$ cat src/rtl/dcache_chi_rdreq_pkg.sv
// Shared dcache types for the CHI read-request path: line geometry, TXREQ/RXDAT payloads.
// Optional L-credit flow control on TXREQ is selected with DCACHE_CHI_LCRD_EN.
package dcache_chi_rdreq_pkg;

    localparam int PADDR_W       = 40;
    localparam int MSHR_NUM      = 8;
    localparam int MSHR_NUM_LOG  = $clog2(MSHR_NUM);
    localparam int LINE_W        = 512;
    localparam int BEAT_NUM      = 2;
    localparam int HALF_W        = LINE_W / BEAT_NUM;
    localparam int LINE_OFFSET_W = 6;

    typedef logic [PADDR_W-1:0]      paddr_t;
    typedef logic [MSHR_NUM_LOG-1:0] mshrid_t;

    typedef struct packed {
        paddr_t  addr;
        mshrid_t txnid;
    } chi_txreq_t;

    typedef struct packed {
        mshrid_t           txnid;
        logic              dataid;
        logic [HALF_W-1:0] data;
    } chi_rxdat_t;

    function automatic paddr_t line_align(input paddr_t addr);
        return {addr[PADDR_W-1:LINE_OFFSET_W], LINE_OFFSET_W'(0)};
    endfunction

endpackage

$ cat src/rtl/dcache_chi_rdreq_beat_merge.sv
// Per-TxnID half-line buffers: first beat is parked, second beat is merged with it into a
// registered one-cycle refill response.
module chi_beat_merge
    import dcache_chi_rdreq_pkg::*;
(
    input  logic              clock,
    input  logic              reset_n,
    input  logic              alloc_valid,
    input  mshrid_t           alloc_id,
    input  logic              beat_valid,
    input  chi_rxdat_t        beat,
    output logic              complete,
    output logic              resp_valid,
    output mshrid_t           resp_mshrid,
    output logic [LINE_W-1:0] resp_data
);

    logic [HALF_W-1:0]   half_buf [MSHR_NUM];
    logic [MSHR_NUM-1:0] beat_got;
    logic [MSHR_NUM-1:0] beat_got_nxt;
    logic [LINE_W-1:0]   merged;

    assign complete = beat_valid & beat_got[beat.txnid];

    // The parked half needs no dataid of its own: the second beat always carries the other half.
    always_comb begin
        if (beat.dataid) merged = {beat.data, half_buf[beat.txnid]};
        else             merged = {half_buf[beat.txnid], beat.data};
    end

    // A fresh allocation of the same id overrides whatever the beat path did this cycle.
    always_comb begin
        beat_got_nxt = beat_got;
        if (beat_valid)  beat_got_nxt[beat.txnid] = ~beat_got[beat.txnid];
        if (alloc_valid) beat_got_nxt[alloc_id]   = 1'b0;
    end

    always_ff @(posedge clock) begin
        if (beat_valid && !beat_got[beat.txnid]) half_buf[beat.txnid] <= beat.data;
    end

    always_ff @(posedge clock or negedge reset_n) begin
        if (!reset_n) begin
            beat_got    <= '0;
            resp_valid  <= 1'b0;
            resp_mshrid <= '0;
            resp_data   <= '0;
        end else begin
            beat_got   <= beat_got_nxt;
            resp_valid <= complete;
            if (complete) begin
                resp_mshrid <= beat.txnid;
                resp_data   <= merged;
            end
        end
    end

endmodule

$ cat src/rtl/dcache_chi_rdreq.sv
// MSHR line-miss to CHI read bridge: single request register onto TXREQ, two-beat RXDAT refill.
// Define DCACHE_CHI_LCRD_EN for L-credit flow control on TXREQ instead of valid/ready.
module dcache_chi_rdreq
    import dcache_chi_rdreq_pkg::*;
#(
    parameter int MAX_CREDIT = 4,
    parameter int BEAT_W     = 256
) (
    input  logic              clock,
    input  logic              reset_n,
    input  logic              dmshr2chi_valid,
    output logic              dmshr2chi_ready,
    input  paddr_t            dmshr2chi_paddr,
    input  mshrid_t           dmshr2chi_mshrid,
    output logic              txreq_valid,
    input  logic              txreq_ready,
    input  logic              txreq_lcrdv,
    output paddr_t            txreq_addr,
    output mshrid_t           txreq_txnid,
    input  logic              rxdat_valid,
    input  mshrid_t           rxdat_txnid,
    input  logic              rxdat_dataid,
    input  logic [BEAT_W-1:0] rxdat_data,
    output logic              chi_arb_resp_valid,
    output mshrid_t           chi_arb_resp_mshrid,
    output logic [LINE_W-1:0] chi_arb_resp_data
);

    logic                req_vld;
    chi_txreq_t          req;
    logic                txreq_fire;
    logic                accept;
    logic [MSHR_NUM-1:0] outstanding;
    logic [MSHR_NUM-1:0] outstanding_nxt;
    logic                beat_valid;
    logic                complete;
    chi_rxdat_t          rxdat;

`ifdef DCACHE_CHI_LCRD_EN
    localparam int CREDIT_W = $clog2(MAX_CREDIT + 1);

    logic [CREDIT_W-1:0] credit;
    logic                unused_txreq_ready;

    assign unused_txreq_ready = txreq_ready;
    assign txreq_valid        = req_vld & (credit != '0);
    assign txreq_fire         = txreq_valid;

    // A grant and a fire in the same cycle cancel out, even at saturation.
    always_ff @(posedge clock or negedge reset_n) begin
        if (!reset_n) begin
            credit <= '0;
        end else if (txreq_lcrdv && !txreq_fire) begin
            if (credit != CREDIT_W'(MAX_CREDIT)) credit <= credit + 1'b1;
        end else if (txreq_fire && !txreq_lcrdv) begin
            credit <= credit - 1'b1;
        end
    end
`else
    localparam int unused_max_credit = MAX_CREDIT;

    logic unused_txreq_lcrdv;

    assign unused_txreq_lcrdv = txreq_lcrdv;
    assign txreq_valid        = req_vld;
    assign txreq_fire         = txreq_valid & txreq_ready;
`endif

    assign dmshr2chi_ready = ~req_vld | txreq_fire;
    assign accept          = dmshr2chi_valid & dmshr2chi_ready;
    assign txreq_addr      = req.addr;
    assign txreq_txnid     = req.txnid;

    always_ff @(posedge clock or negedge reset_n) begin
        if (!reset_n) begin
            req_vld <= 1'b0;
            req     <= '0;
        end else if (accept) begin
            req_vld   <= 1'b1;
            req.addr  <= line_align(dmshr2chi_paddr);
            req.txnid <= dmshr2chi_mshrid;
        end else if (txreq_fire) begin
            req_vld <= 1'b0;
        end
    end

    // Beats for ids that are not in flight (stale or post-reset) never reach the merge buffers.
    assign rxdat      = '{txnid: rxdat_txnid, dataid: rxdat_dataid, data: rxdat_data};
    assign beat_valid = rxdat_valid & outstanding[rxdat_txnid];

    always_comb begin
        outstanding_nxt = outstanding;
        if (complete) outstanding_nxt[rxdat_txnid]      = 1'b0;
        if (accept)   outstanding_nxt[dmshr2chi_mshrid] = 1'b1;
    end

    always_ff @(posedge clock or negedge reset_n) begin
        if (!reset_n) outstanding <= '0;
        else          outstanding <= outstanding_nxt;
    end

    chi_beat_merge u_beat_merge (
        .clock       (clock),
        .reset_n     (reset_n),
        .alloc_valid (accept),
        .alloc_id    (dmshr2chi_mshrid),
        .beat_valid  (beat_valid),
        .beat        (rxdat),
        .complete    (complete),
        .resp_valid  (chi_arb_resp_valid),
        .resp_mshrid (chi_arb_resp_mshrid),
        .resp_data   (chi_arb_resp_data)
    );

endmodule
$ cat config.mk
export PLATFORM = sky130hd
export DESIGN_NAME = dcache_chi_rdreq
export DESIGN_NICKNAME = d
export VERILOG_FILES = /design/src/rtl/dcache_chi_rdreq_pkg.sv /design/src/rtl/dcache_chi_rdreq_beat_merge.sv /design/src/rtl/dcache_chi_rdreq.sv
export SDC_FILE = /design/constraint.sdc
export NUM_CORES = 2
export LEC_CHECK = 0
export ABC_AREA = 1
export BUFFER_PORTS_ARGS = -buffer_cell sky130_fd_sc_hd__buf_4
export CAP_MARGIN = 20
export CELL_PAD_IN_SITES_DETAIL_PLACEMENT = 0
export CELL_PAD_IN_SITES_GLOBAL_PLACEMENT = 2
export CORE_AREA = 10 10 553 555
export CTS_CLUSTER_SIZE = 12
export DETAILED_ROUTE_END_ITERATION = 10
export DIE_AREA = 0 0 563 565
export PLACE_DENSITY = 0.79
export SETUP_SLACK_MARGIN = 0.1
export SLEW_MARGIN = 10
export SYNTH_ARGS = -nofsm -noshare
export SYNTH_HDL_FRONTEND = slang
export SYNTH_HIERARCHICAL = 1
export SYNTH_SLANG_ARGS = --single-unit
$ cat constraint.sdc
create_clock -name clock -period 27 [get_ports clock]
set_clock_uncertainty 0.15 [all_clocks]
set_input_delay 5.4 -clock clock [delete_from_list [all_inputs] [get_ports clock]]
set_output_delay 5.4 -clock clock [all_outputs]
set_load 0.01 [all_outputs]
==> summary.txt <==
Logic synthesis
  – Post-Syn Area: 0.111 mm²
  – Mapped Cells: 12,000
  – Yosys top cell area share: 55.2%
  – Post-Synth XOR/XNOR Area: 0%
  – Synth Area in Simple Gates: 29.2%
  – Synth warn: 6
  – Top cells by area, synth: edfxtp_1 55%, nand2_1 29%, dfrtp_1 13%
  – Main combinational cell family by area after synthesis: simple AND/OR/NAND/NOR gates
  – Primary FF master, synth: edfxtp_1
  – Syn Area/Cell: 9.30 µm²
  – Yosys cell types: 31
  – Fraction of registers with async set/reset: 21.8%
  – Number of synthesized register bits: 2,618
  – EDFF count, synth: 2,048
  – Compound-cell area share of the yosys netlist: 0.235%
  – Multiplexer share of the synthesized area: 0%
  – Area leader, netlist: edfxtp_1
  – Post-Synth Adder-Cell Area: 0%
  – Register area share after synthesis: 68.0%

Cells and area
  – Area grow syn2layout: 17.2%
  – Share of layout cells above drive strength 1: 10.8%
  – Util after Layout: 44.3%
  – Sequential cell area: 0.0758 mm²
  – Nets: 12,900
  – Fillers: 28,200
  – Area of the multi-input gates: 0.0329 mm²

Worst setup path
  – Crit Path Category: in2reg
  – Worst Setup Start Kind: input port
  – Crit-path max FO: 102
  – Critical path arrival: 11.79 ns
  – Crit path capture type: flip-flop
  – Data required time of the critical path: 27.32 ns

Route
  – Drt first pass iters: 5
  – DR WL/cell: 19.3 µm
  – Final WL: 324 mm
  – Via count: 79,800
  – Number of remaining DRC errors: 0
  – Vias per cell: 4.75
  – Initial DRC Count: 5,283
  – Antenna viol nets, final: 0

Timing
  – Slew Limit Fails: 0
  – Headroom to the max-slew limit: 17.7%
  – Fin. Hold Viols: 0
  – Final setup viols: 0
  – Worst Hold Margin: 0.326 ns
  – Max Clock Freq: 0.0872 GHz
  – Fin crit share: 42.5%
  – Slew @ Worst Pin: 1.23 ns
  – Clock period minus final worst setup slack: 11.47 ns
  – Unrepaired setup endpoints after global routing: false
  – Fin Setup TNS: 0 ns

Global routing
  – Overflow after GRT: 0
  – Initial antenna violation count: 19
  – GRT Total Usage: 19.7%
  – Largest net degree at the start of global routing: 205
  – Vias in the first global route: 76,800
  – Global-route wire length before repair: 488 mm

CTS
  – Later-pin clock latency in the skew report: 0.88 ns
  – CTS H-Tree Depth: 5
  – # resized after CTS: 0
  – CTS buffer count: 300
  – Post-CTS Setup Bufs: 0
  – CTS tree: yes
  – Max clock buf depth: 4
  – Hold-fix buffers, CTS: 0
  – Clock-pin slew on the worst setup and hold paths: 0.05 ns
  – Root buf cell: clkbuf_16
  – TritonCTS Sinks: 2,618

Power and ir drop
  – Max VDD drop: 0.0483 mV
  – Pleak: 60.3 nW
  – Total power: 10.9 mW
  – Pwr/cell area: 83.6 mW/mm²

Placement
  – Port bufs: 856
  – Routability cong.: 0.768
  – Post-detail-place hpwl: 180 mm

Die
  – Die H: 565 µm
  – Row Count: 200
  – Die width: 563 µm
  – Starting Density: 37.8%
  – Die area: 0.318 mm²
  – IO Pins: 870
  – Placeable Area: 0.295 mm²

Outcome
  – Status: finished, final reports clean

Run
  – Max-Cap Viols: 0

Min path
  – Hold WC Path Type: reg2reg
## critical path: stages
cell	delay (ns)
buf_8	0.45
buf_4	0.56
clkinv_8	0.59
nand3_1	0.43
nor2_1	0.13
nor2_4	0.20
nand2_2	0.23
nor3_2	0.19
buf_4	0.63
buf_4	0.93
buf_4	0.68
buf_4	0.85
## flip-flops by register name (all words and copies together) (netlist names), named ones only
name,flops
u_beat_merge/resp_mshrid,3
txreq_txnid,3
txreq_valid,1
u_beat_merge/half_buf,2048
outstanding,8
txreq_addr,34
u_beat_merge/resp_valid,1
u_beat_merge/resp_data,512
## final cells by class
type                            count  share of cell area, %
Antenna cell                        5                0.00957
Sequential cell                  2618                   58.0
Timing Repair Buffer              960                   5.72
Multi-Input combinational cell   8696                   25.1
Tap cell                         3939                   3.77
Clock buffer                      414                   6.33
Inverter                           42                  0.163
Clock inverter                    135                  0.893
## stage by stage
stage          area (µm²)  cells  setup slack [ns]
2_1_floorplan      112000  12000              1.94
3_3_place_gp       121000  16300             14.55
3_5_place_dp       121000  16300             14.54
4_1_cts            131000  16800             15.50
5_1_grt            131000  16800             15.26
6_report           131000  16800             15.53
## cells in the mapped netlist (2+ instances only)
cell type	count
buf_1	76
nand3_1	15
o21ai_1	8
dfrtp_1	570
o21ai_0	22
o31ai_1	6
buf_2	171
buf_6	14
nand2_1	8592
edfxtp_1	2048
clkbuf_1	367
nor2_4	2
inv_2	4
inv_1	36
a21oi_1	5
nor2_1	24
buf_4	13
nor3_1	4
nand2_2	3
## cell families (layout without fill, tap and decap cells)
kind of cell,after synthesis,count (layout)
compound gates,45,45
other cells,1,11
simple gates,8645,8645
flops,2618,2618
buf+inv,683,1551
## layer usage
layer | GRT usage, % | routed length, µm | vias to the layer above
met5 | 0 | 111 | -
li1 | - | - | 39100
met4 | 4.68 | 7100 | 18
met1 | 26.0 | 143000 | 38600
met2 | 33.9 | 158000 | 1637
met3 | 3.25 | 15900 | 416
## cell usage in the layout, fill, tap and decap left out, drive strengths merged, types with 7 or more instances in the layout
| master | n |
|---|---|
| inv | 53 |
| clkinv | 104 |
| o21ai | 30 |
| nand2 | 8597 |
| nor2 | 27 |
| nand3 | 15 |
| dfrtp | 570 |
| clkinvlp | 7 |
| bufinv | 13 |
| clkbuf | 414 |
| edfxtp | 2048 |
| buf | 960 |
## report_power, final
part / leakage [nW] / internal (mW) / total [mW] / switching (mW)
logic: 30.0 / 0.782 / 1.93 / 1.15
registers: 25.7 / 4.81 / 5.08 / 0.267
clock network: 4.59 / 2.28 / 3.92 / 1.64
## worst paths after layout
check | start | to | slack (ns) | cells after the start
min | u_beat_merge/resp_data[156] | u_beat_merge/resp_data[156] | 0.33 | 2
min in group asynchronous | reset_n | u_beat_merge/resp_data[31] | 4.34 | 1
max in group asynchronous | reset_n | u_beat_merge/resp_data[162] | 18.18 | 6
max | rxdat_txnid[2] | u_beat_merge/half_buf[3][156] | 15.53 | 12
max reg2reg | outstanding[4] | u_beat_merge/half_buf[3][156] | 21.54 | 13
min reg2reg | u_beat_merge/resp_data[156] | u_beat_merge/resp_data[156] | 0.33 | 2
(Power assumes the default switching activity.)
